[config.mk]
export PLATFORM = sky130hd
export DESIGN_NAME = mips_multicycle_ctrl
export DESIGN_NICKNAME = d
export VERILOG_FILES = /design/src/rtl/mips_ctrl_pkg.sv /design/src/rtl/mips_ctrl_wait_timer.sv /design/src/rtl/mips_multicycle_ctrl.sv
export SDC_FILE = /design/constraint.sdc
export NUM_CORES = 1
export LEC_CHECK = 0
export ABC_AREA = 1
export CORE_ASPECT_RATIO = 2
export CORE_UTILIZATION = 40
export CTS_BUF_LIST = sky130_fd_sc_hd__clkbuf_4 sky130_fd_sc_hd__clkbuf_8
export DETAILED_ROUTE_END_ITERATION = 10
export PLACE_DENSITY = 0.69
export SYNTH_ARGS = -nofsm -noshare
export SYNTH_HDL_FRONTEND = slang
export SYNTH_SLANG_ARGS = --single-unit
export TNS_END_PERCENT = 5
[constraint.sdc]
create_clock -name clock -period 1.9 [get_ports clock]
set_input_delay 0.38 -clock clock [delete_from_list [all_inputs] [get_ports clock]]
set_output_delay 0.38 -clock clock [all_outputs]
set_load 0.1 [all_outputs]
[src/rtl/mips_ctrl_pkg.sv]
// mips_ctrl_pkg: opcodes, state encoding, ALU/PC select codes and output decode for the multicycle MIPS controller
package mips_ctrl_pkg;
  localparam logic [5:0] OP_R    = 6'b000000;
  localparam logic [5:0] OP_LW   = 6'b100011;
  localparam logic [5:0] OP_SW   = 6'b101011;
  localparam logic [5:0] OP_BEQ  = 6'b000100;
  localparam logic [5:0] OP_ADDI = 6'b001000;
  localparam logic [5:0] OP_J    = 6'b000010;

  typedef enum logic [3:0] {
    S_IDLE   = 4'd0,
    S_FETCH  = 4'd1,
    S_DECODE = 4'd2,
    S_MEMADR = 4'd3,
    S_MEMRD  = 4'd4,
    S_MEMWB  = 4'd5,
    S_MEMWR  = 4'd6,
    S_EXEC   = 4'd7,
    S_ALUWB  = 4'd8,
    S_BRANCH = 4'd9,
    S_ADDIEX = 4'd10,
    S_ADDIWB = 4'd11,
    S_JUMP   = 4'd12,
    S_ERROR  = 4'd13
  } state_t;

  typedef enum logic [1:0] {
    ALU_ADD   = 2'b00,
    ALU_SUB   = 2'b01,
    ALU_FUNCT = 2'b10
  } alu_op_t;

  typedef enum logic [1:0] {
    PC_PLUS4  = 2'b00,
    PC_BRANCH = 2'b01,
    PC_JUMP   = 2'b10
  } pc_src_t;

  // Outputs that depend on the state alone; pc_jump is the unconditional part of pc_write.
  typedef struct packed {
    logic       mem_read;
    logic       mem_write;
    logic       reg_write;
    logic       reg_dst;
    logic       alu_src;
    logic       mem_to_reg;
    logic [1:0] alu_op;
    logic [1:0] pc_src;
    logic       pc_jump;
    logic       error;
  } moore_t;

  function automatic logic is_legal(input logic [5:0] op);
    return op inside {OP_R, OP_LW, OP_SW, OP_BEQ, OP_ADDI, OP_J};
  endfunction

  function automatic moore_t moore_dec(input state_t s);
    moore_t m;
    m = '0;
    case (s)
      S_FETCH:  m.mem_read = 1'b1;
      S_MEMADR,
      S_ADDIEX: m.alu_src = 1'b1;
      S_MEMRD:  begin m.mem_read = 1'b1; m.alu_src = 1'b1; end
      S_MEMWB:  begin m.reg_write = 1'b1; m.mem_to_reg = 1'b1; end
      S_MEMWR:  begin m.mem_write = 1'b1; m.alu_src = 1'b1; end
      S_EXEC:   m.alu_op = ALU_FUNCT;
      S_ALUWB:  begin m.reg_write = 1'b1; m.reg_dst = 1'b1; end
      S_ADDIWB: m.reg_write = 1'b1;
      S_BRANCH: begin m.alu_op = ALU_SUB; m.pc_src = PC_BRANCH; end
      S_JUMP:   begin m.pc_src = PC_JUMP; m.pc_jump = 1'b1; end
      S_ERROR:  m.error = 1'b1;
      default:  m = '0;
    endcase
    return m;
  endfunction
endpackage

[src/rtl/mips_ctrl_wait_timer.sv]
// mips_ctrl_wait_timer: counts consecutive memory-wait cycles and flags the cycle that reaches TIMEOUT
//   clock, reset (async active-low), clr (zero the count), inc (one more wait cycle),
//   timeout (this wait cycle is number TIMEOUT; never asserted when TIMEOUT is 0)
module mips_ctrl_wait_timer #(
  parameter int TIMEOUT = 255
) (
  input  logic clock,
  input  logic reset,
  input  logic clr,
  input  logic inc,
  output logic timeout
);
  localparam int W = TIMEOUT > 0 ? $clog2(TIMEOUT + 1) : 1;
  logic [W-1:0] count;
  always_ff @(posedge clock or negedge reset)
    if (!reset) count <= '0;
    else if (clr) count <= '0;
    else if (inc) count <= count + W'(1);
  // Fires on the wait cycle that would bring the count to TIMEOUT, so exactly TIMEOUT wait cycles are spent.
  assign timeout = (TIMEOUT != 0) && inc && (count == W'(TIMEOUT - 1));
endmodule

[src/rtl/mips_multicycle_ctrl.sv]
// mips_multicycle_ctrl: multicycle MIPS control sequencer with memory ready handshake and wait timeout
//   in : clock, reset (async active-low), opcode[5:0] (IR[31:26]), zero (ALU flag), mem_ready
//   out: pc_write, ir_write, mem_read, mem_write, reg_write, reg_dst, alu_src, mem_to_reg,
//        alu_op[1:0], pc_src[1:0], illegal_op (DECODE pulse), error (sticky timeout), state_out[3:0]
module mips_multicycle_ctrl
  import mips_ctrl_pkg::*;
#(
  parameter int TIMEOUT = 255
) (
  input  logic       clock,
  input  logic       reset,
  input  logic [5:0] opcode,
  input  logic       zero,
  input  logic       mem_ready,
  output logic       pc_write,
  output logic       ir_write,
  output logic       mem_read,
  output logic       mem_write,
  output logic       reg_write,
  output logic       reg_dst,
  output logic       alu_src,
  output logic       mem_to_reg,
  output logic [1:0] alu_op,
  output logic [1:0] pc_src,
  output logic       illegal_op,
  output logic       error,
  output logic [3:0] state_out
);
  state_t state, next;
  moore_t mo;
  logic waiting, inc, tmo;

  assign waiting = state inside {S_FETCH, S_MEMRD, S_MEMWR};
  assign inc = waiting && !mem_ready;

  mips_ctrl_wait_timer #(.TIMEOUT(TIMEOUT)) u_timer (
    .clock   (clock),
    .reset   (reset),
    .clr     (!inc || tmo),
    .inc     (inc),
    .timeout (tmo)
  );

  // tmo only rises when mem_ready is low, so a late ready still advances normally.
  always_comb begin
    next = state;
    case (state)
      S_IDLE:   next = S_FETCH;
      S_FETCH:  next = mem_ready ? S_DECODE : tmo ? S_ERROR : S_FETCH;
      S_DECODE: next = opcode == OP_R ? S_EXEC :
                       (opcode == OP_LW || opcode == OP_SW) ? S_MEMADR :
                       opcode == OP_BEQ ? S_BRANCH :
                       opcode == OP_ADDI ? S_ADDIEX :
                       opcode == OP_J ? S_JUMP : S_FETCH;
      S_MEMADR: next = opcode == OP_SW ? S_MEMWR : S_MEMRD;
      S_MEMRD:  next = mem_ready ? S_MEMWB : tmo ? S_ERROR : S_MEMRD;
      S_MEMWR:  next = mem_ready ? S_FETCH : tmo ? S_ERROR : S_MEMWR;
      S_EXEC:   next = S_ALUWB;
      S_ADDIEX: next = S_ADDIWB;
      S_MEMWB,
      S_ALUWB,
      S_ADDIWB,
      S_BRANCH,
      S_JUMP:   next = S_FETCH;
      S_ERROR:  next = S_ERROR;
      default:  next = S_IDLE;
    endcase
  end

  // Moore outputs are registered from the next state so they always match the state register.
  always_ff @(posedge clock or negedge reset)
    if (!reset) begin
      state <= S_IDLE;
      mo <= '0;
    end else begin
      state <= next;
      mo <= moore_dec(next);
    end

  assign ir_write   = state == S_FETCH && mem_ready;
  assign pc_write   = ir_write || (state == S_BRANCH && zero) || mo.pc_jump;
  assign mem_read   = mo.mem_read;
  assign mem_write  = mo.mem_write;
  assign reg_write  = mo.reg_write;
  assign reg_dst    = mo.reg_dst;
  assign alu_src    = mo.alu_src;
  assign mem_to_reg = mo.mem_to_reg;
  assign alu_op     = mo.alu_op;
  assign pc_src     = mo.pc_src;
  assign error      = mo.error;
  assign illegal_op = state == S_DECODE && !is_legal(opcode);
  assign state_out  = state;
endmodule

# Word level (Yosys, flattened, before mapping)
# Index checks and enable logic that the tools add are counted.
# word_totals
register_bits,24
latch_bits,0
ram_bits,0
rom_bits,0
input_bits,10
output_inout_bits,18
wordCells,90
memories,0
# op_classes
addsub,1
mul,0
n_div,0
magnitude_cmp,0
n_eq_ne,31
shift,0
muxes,25
n_bitwise,0
n_reduce_logical,21
# op_table
op,count
$eq A4 B4 Y1 const B,12
$mux W4,11
$pmux W4 S9,1
$eq A4 B3 Y1 const B,8
$mux W8,2
$eq A4 B2 Y1 const B,3
$eq A6 B6 Y1 const B,2
$add A8 B1 Y8 const B,1
$eq A4 B1 Y1 const B,2
$eq A8 B8 Y1 const B,1
$mux W1,8
$pmux W2 S2,2
$eq A6 B2 Y1 const B,1
$eq A6 B3 Y1 const B,1
$eq A6 B4 Y1 const B,1
$logic_not A6 Y1,1
$reduce_bool A6 Y1,1
$reduce_or A6 Y1,1
$logic_and A1 B1 Y1,5
$logic_not A4 Y1,1
$logic_or A1 B1 Y1,4
$reduce_or A4 Y1,1
$logic_not A1 Y1,3
$reduce_bool A3 Y1,1
other kinds (4),4

# Depth between registers and ports, before layout
# Gate-level depths: netlist of run 1.
# logic_depth
word_depth,10
mapped_depth,13
ltp_nobuf,13

# Modules after synthesis
# A second synthesis of run 1 with hierarchy kept.
# hier_totals
cells_unflattened,199
hier_area_um2,1437.6
# modules_own_cells
module,n_inst,cells_each,area_per_inst_um2,seq_area_each_um2
mips_multicycle_ctrl,1,140,993.5,375.4
mips_ctrl_wait_timer,1,59,444.2,200.2

# Least setup slack after synthesis of run 1
# OpenSTA, ideal clock, no wires.
# synth_path
path_kind,register to output
startpoint,register state[1] (netlist: state_out[1])
endpoint,output port illegal_op
arrival_time_ps,3474
required_ps,1520
slack_ps,-1954
path_stages_with_launch,5
n_path_buf,0
cell_sequence,dfrtp_1 > nand2_2 > nor2_4 > inv_2 > nor3_1
# synth_via
elab_chain_len,2
# synth_rtl
item,line_no,source
from (decl),mips_multicycle_ctrl.sv:29,"state_t state, next;"
from (signal assigned),mips_multicycle_ctrl.sv:76,state <= next;
$eq A4 B2 Y1,mips_multicycle_ctrl.sv:91,assign illegal_op = state == S_DECODE && !is_legal(opcode);
$logic_and A1 B1 Y1,mips_multicycle_ctrl.sv:91,
to (decl),mips_multicycle_ctrl.sv:25,"output logic illegal_op,"
# No other way between the ends.

# Worst setup path in the final report of run 1
# layout_path
startpoint,register state[3] (netlist: state_out[3])
endpoint,output port pc_write
# layout_via
elab_chain_len,4
elab_cells_between_ends,6
cone_classes,eq/ne: 2; reduce/logical: 4
# layout_rtl
item,line_no,source
$eq A4 B1 Y1 / $eq A4 B4 Y1 (equally long branches),"mips_multicycle_ctrl.sv:80, mips_multicycle_ctrl.sv:81",
"$logic_and A1 B1 Y1, on equally long branches","mips_multicycle_ctrl.sv:80, mips_multicycle_ctrl.sv:81",
$logic_or A1 B1 Y1 (*) (2 in a row),mips_multicycle_ctrl.sv:81,assign pc_write = ir_write || (state == S_BRANCH && zero) || mo.pc_jump;
to (decl),mips_multicycle_ctrl.sv:15,"output logic pc_write,"
# Every way passes the cells marked *; elsewhere a longest branch is shown, timed or not.

==> key figures, run 1 <==
Drt
  • Post-route ant nets: 0
  • Met3 wire len: 54 um
  • Pre-antenna DRT Iters: 7
  • DR top layer: met4
  • Wl on met1: 1120 um
  • Via count: 1372
  • WL met2: 1950 um
  • Post-DR vias/cell: 5.03
  • Routed length per instance: 12.1 um
  • Drt drc: 0
  • Initial DRC count: 17
  • Routed wire length: 3310 um

Yosys
  • Seq/Total Area, Yosys: 42.1%
  • Synth top area share: 42.1%
  • Flip-flop and latch count after synthesis: 24
  • Mean area per synthesized cell: 7.43 sq um
  • Syn nets: 204
  • Leading area contributor after synthesis: dfrtp_1
  • Largest cells by area after synthesis: dfrtp_1 42%, nand2_1 9.7%, nor2_1 9.2%
  • Mapped Cells: 192
  • Synth Cell Area: 1430 sq um
  • Synth unique cells: 24
  • Synth warnings: 0

Floorplan
  • Die Wd: 44.2 um
  • # IOs: 28
  • Chip height: 86.5 um
  • Core area: 3380 sq um
  • Initial Utilization: 42.2%
  • Rows: 30
  • Die area: 3820 sq um

Setup path
  • Buf/Inv on CP: 3
  • CP top delay family: flip-flops
  • Worst Setup SP: state_out[3]
  • Startpoint types: flop
  • Worst path slowest cell: dfrtp_4
  • CP Cell Sequence: buf_4 -> inv_4 -> nor2_2 -> a31oi_1 -> nand2_2 -> buf_12
  • Critical path class: reg2out
  • CP arrival: 1.49 ns
  • Worst-path maximum fanout: 3
  • Critical Path Sink Type: output pin
  • Required time of the critical path: 1.52 ns
  • Reg2reg start: state_out[3]
  • CP max stage delay: 0.51 ns

STA
  • Min Clock Period, post-route: 1.87 ns
  • Final hold vios: 0
  • Period utilization: 98.4%
  • Final worst slack: 0.0312 ns
  • Setup repair after global routing missed its margin: yes
  • Final setup fails: 0
  • Max Fclk: 0.535 GHz
  • Slew headroom: 74.5%
  • Max Slew Vio Count: 0
  • TNS Setup: 0 ns
  • Skew final: 0.00146 ns
  • Slew at the pin closest to its max-slew limit: 0.380 ns

Pwr
  • Logic pwr share: 64.7%
  • PwrDens: 1550 nW/um^2
  • Sequential Power Share: 21.6%
  • Net Sw Frac: 50.3%
  • Maximum vdd drop: 892 uV
  • P_leak: 1.19 nW
  • Internal power: 1.62 mW
  • Clock power share: 13.7%
  • NetSw: 1.64 mW

Cells and area
  • Most flops, register: u_timer.count
  • Util after Layout: 62.1%
  • Area grow syn2layout: 47.2%
  • # diodes: 0
  • Area occupied by multi-input gates: 754 sq um
  • Filler cell count: 301
  • Share of layout cells above drive strength 1: 37.3%
  • Sequential cell area: 616 sq um
  • Layout net count: 254
  • Post-route cell area: 2100 sq um
  • Number of flip-flops in the largest register: 8

CTS
  • TritonCTS clock tree: done
  • Clock root cell: clkbuf_8
  • Num CTS Buffers: 3
  • Worst skew pair latency: 0.27 ns
  • Clk buf depth: 2
  • CTS sink count: 24
  • CTS hold repair buffers: 0
  • H-tree depth: 1
  • Clk slew on worst S/H paths: 0.08 ns

Flow run
  • Max cap viols: 0

Placed design
  • Post-DP HPWL: 2550 um
  • Place WS: -0.120 ns
  • Post-DP Area: 1880 sq um
  • IO buf count: 27
  • GP Congestion: 0.827

GRT
  • Antenna violations before repair: 0
  • Total track usage: 19.0%
  • Global-route wire length before repair: 5530 um
  • Total grt overflow: 0
  • Largest net degree at the start of global routing: 25
  • Vias in the first global route: 1366

Hold path
  • HP Class: in2async

Run status
  • Status: complete, no violations
-- cell type report --
| class | instances | share of cell area (%) |
|---|---|---|
| Clock inverter | 1 | 1.43 |
| Clock buffer | 3 | 1.97 |
| Tap cell | 32 | 1.91 |
| Timing Repair Buffer | 49 | 23.5 |
| Multi-Input combinational cell | 132 | 35.9 |
| Inverter | 32 | 5.96 |
| Sequential cell | 24 | 29.3 |
-- cells in the final DEF, fill, tap and decap left out, drive strengths merged, types with 2 or more instances in the layout --
cell           netlist  layout
clkdlybuf4s50        0       3
o21ai                3       3
buf                  4      40
dlymetal6s2s         0       6
nand4                3       3
nor3                 6       6
inv                 32      32
clkbuf               0       3
nand2               42      42
ha                   2       2
dfrtp               24      24
nor2                44      44
a21oi                5       5
nand3               22      22
nor3b                2       2
-- path summary, 6_finish.rpt --
path | slack, ns | cells past startpoint | to
worst min register to register | 0.50 | 1 | u_timer.count[0]
max in group asynchronous | 1.18 | 2 | state_out[3]
worst max-delay path | 0.03 | 6 | pc_write
min in group clock | 0.50 | 1 | u_timer.count[0]
worst max register to register | 0.11 | 10 | alu_src
worst min-delay path | 0.45 | 2 | u_timer.count[6]
-- power by group through the flow --
stage | registers [mW] | clock network [mW] | logic [mW]
2_1_floorplan | 1.17 | 0 | 0.886
6_report | 0.703 | 0.446 | 2.11
5_1_grt | 0.712 | 0.480 | 2.24
4_1_cts | 0.699 | 0.451 | 2.08
3_3_place_gp | 0.736 | 0 | 1.96
3_5_place_dp | 0.737 | 0 | 1.97
-- cells in the mapped netlist, drive strengths merged --
master	number
a21oi	5
a31oi	1
and3	1
buf	4
dfrtp	24
ha	2
inv	32
nand2	42
nand3	22
nand4	3
nor2	44
nor3	6
nor3b	2
o21ai	3
or2	1
-- metal layers --
metal / vias to the layer above / global-route usage (%)
li1: 699 / -
met1: 624 / 18.1
met2: 33 / 37.0
met3: 16 / 1.25
met4: 0 / 10.7
met5: - / 0
-- cell families (layout without fill, tap and decap cells) --
group	after synthesis	after routing	synth area share [%]
adders and majority gates	2	2	1.75
and+or+nand+nor	121	121	41.3
DFF	24	24	42.1
buffers and inverters	36	85	10.5
AOI/OAI and AO/OA	9	9	4.30
-- timing repair --
| item | CTS | global route |
|---|---|---|
| setup endpoints to repair | 1 | 13 |
| pin swaps | 6 | 4 |
| resized for setup | 5 | 21 |
| buffers inserted | 10 | 0 |
-- stage by stage --
step / total power, mW / cells / hold WS [ns]
finish: 3.26 / 273 / 0.454
global route: 3.43 / 273 / 0.487
CTS: 3.23 / 273 / 0.466
detailed placement: 2.71 / 259 / 0.485
global placement: 2.70 / 259 / 0.485
floorplan: 2.06 / 192 / 0.0844
Note: power is estimated with default switching activity, not from simulation.
==> inputs of run 2 (changes only) <==
Settings changed: CTS_CLUSTER_SIZE from default to 40.
==> results of run 2 <==
Same layout as run 1: the final DEF is identical, and so are final timing and power.
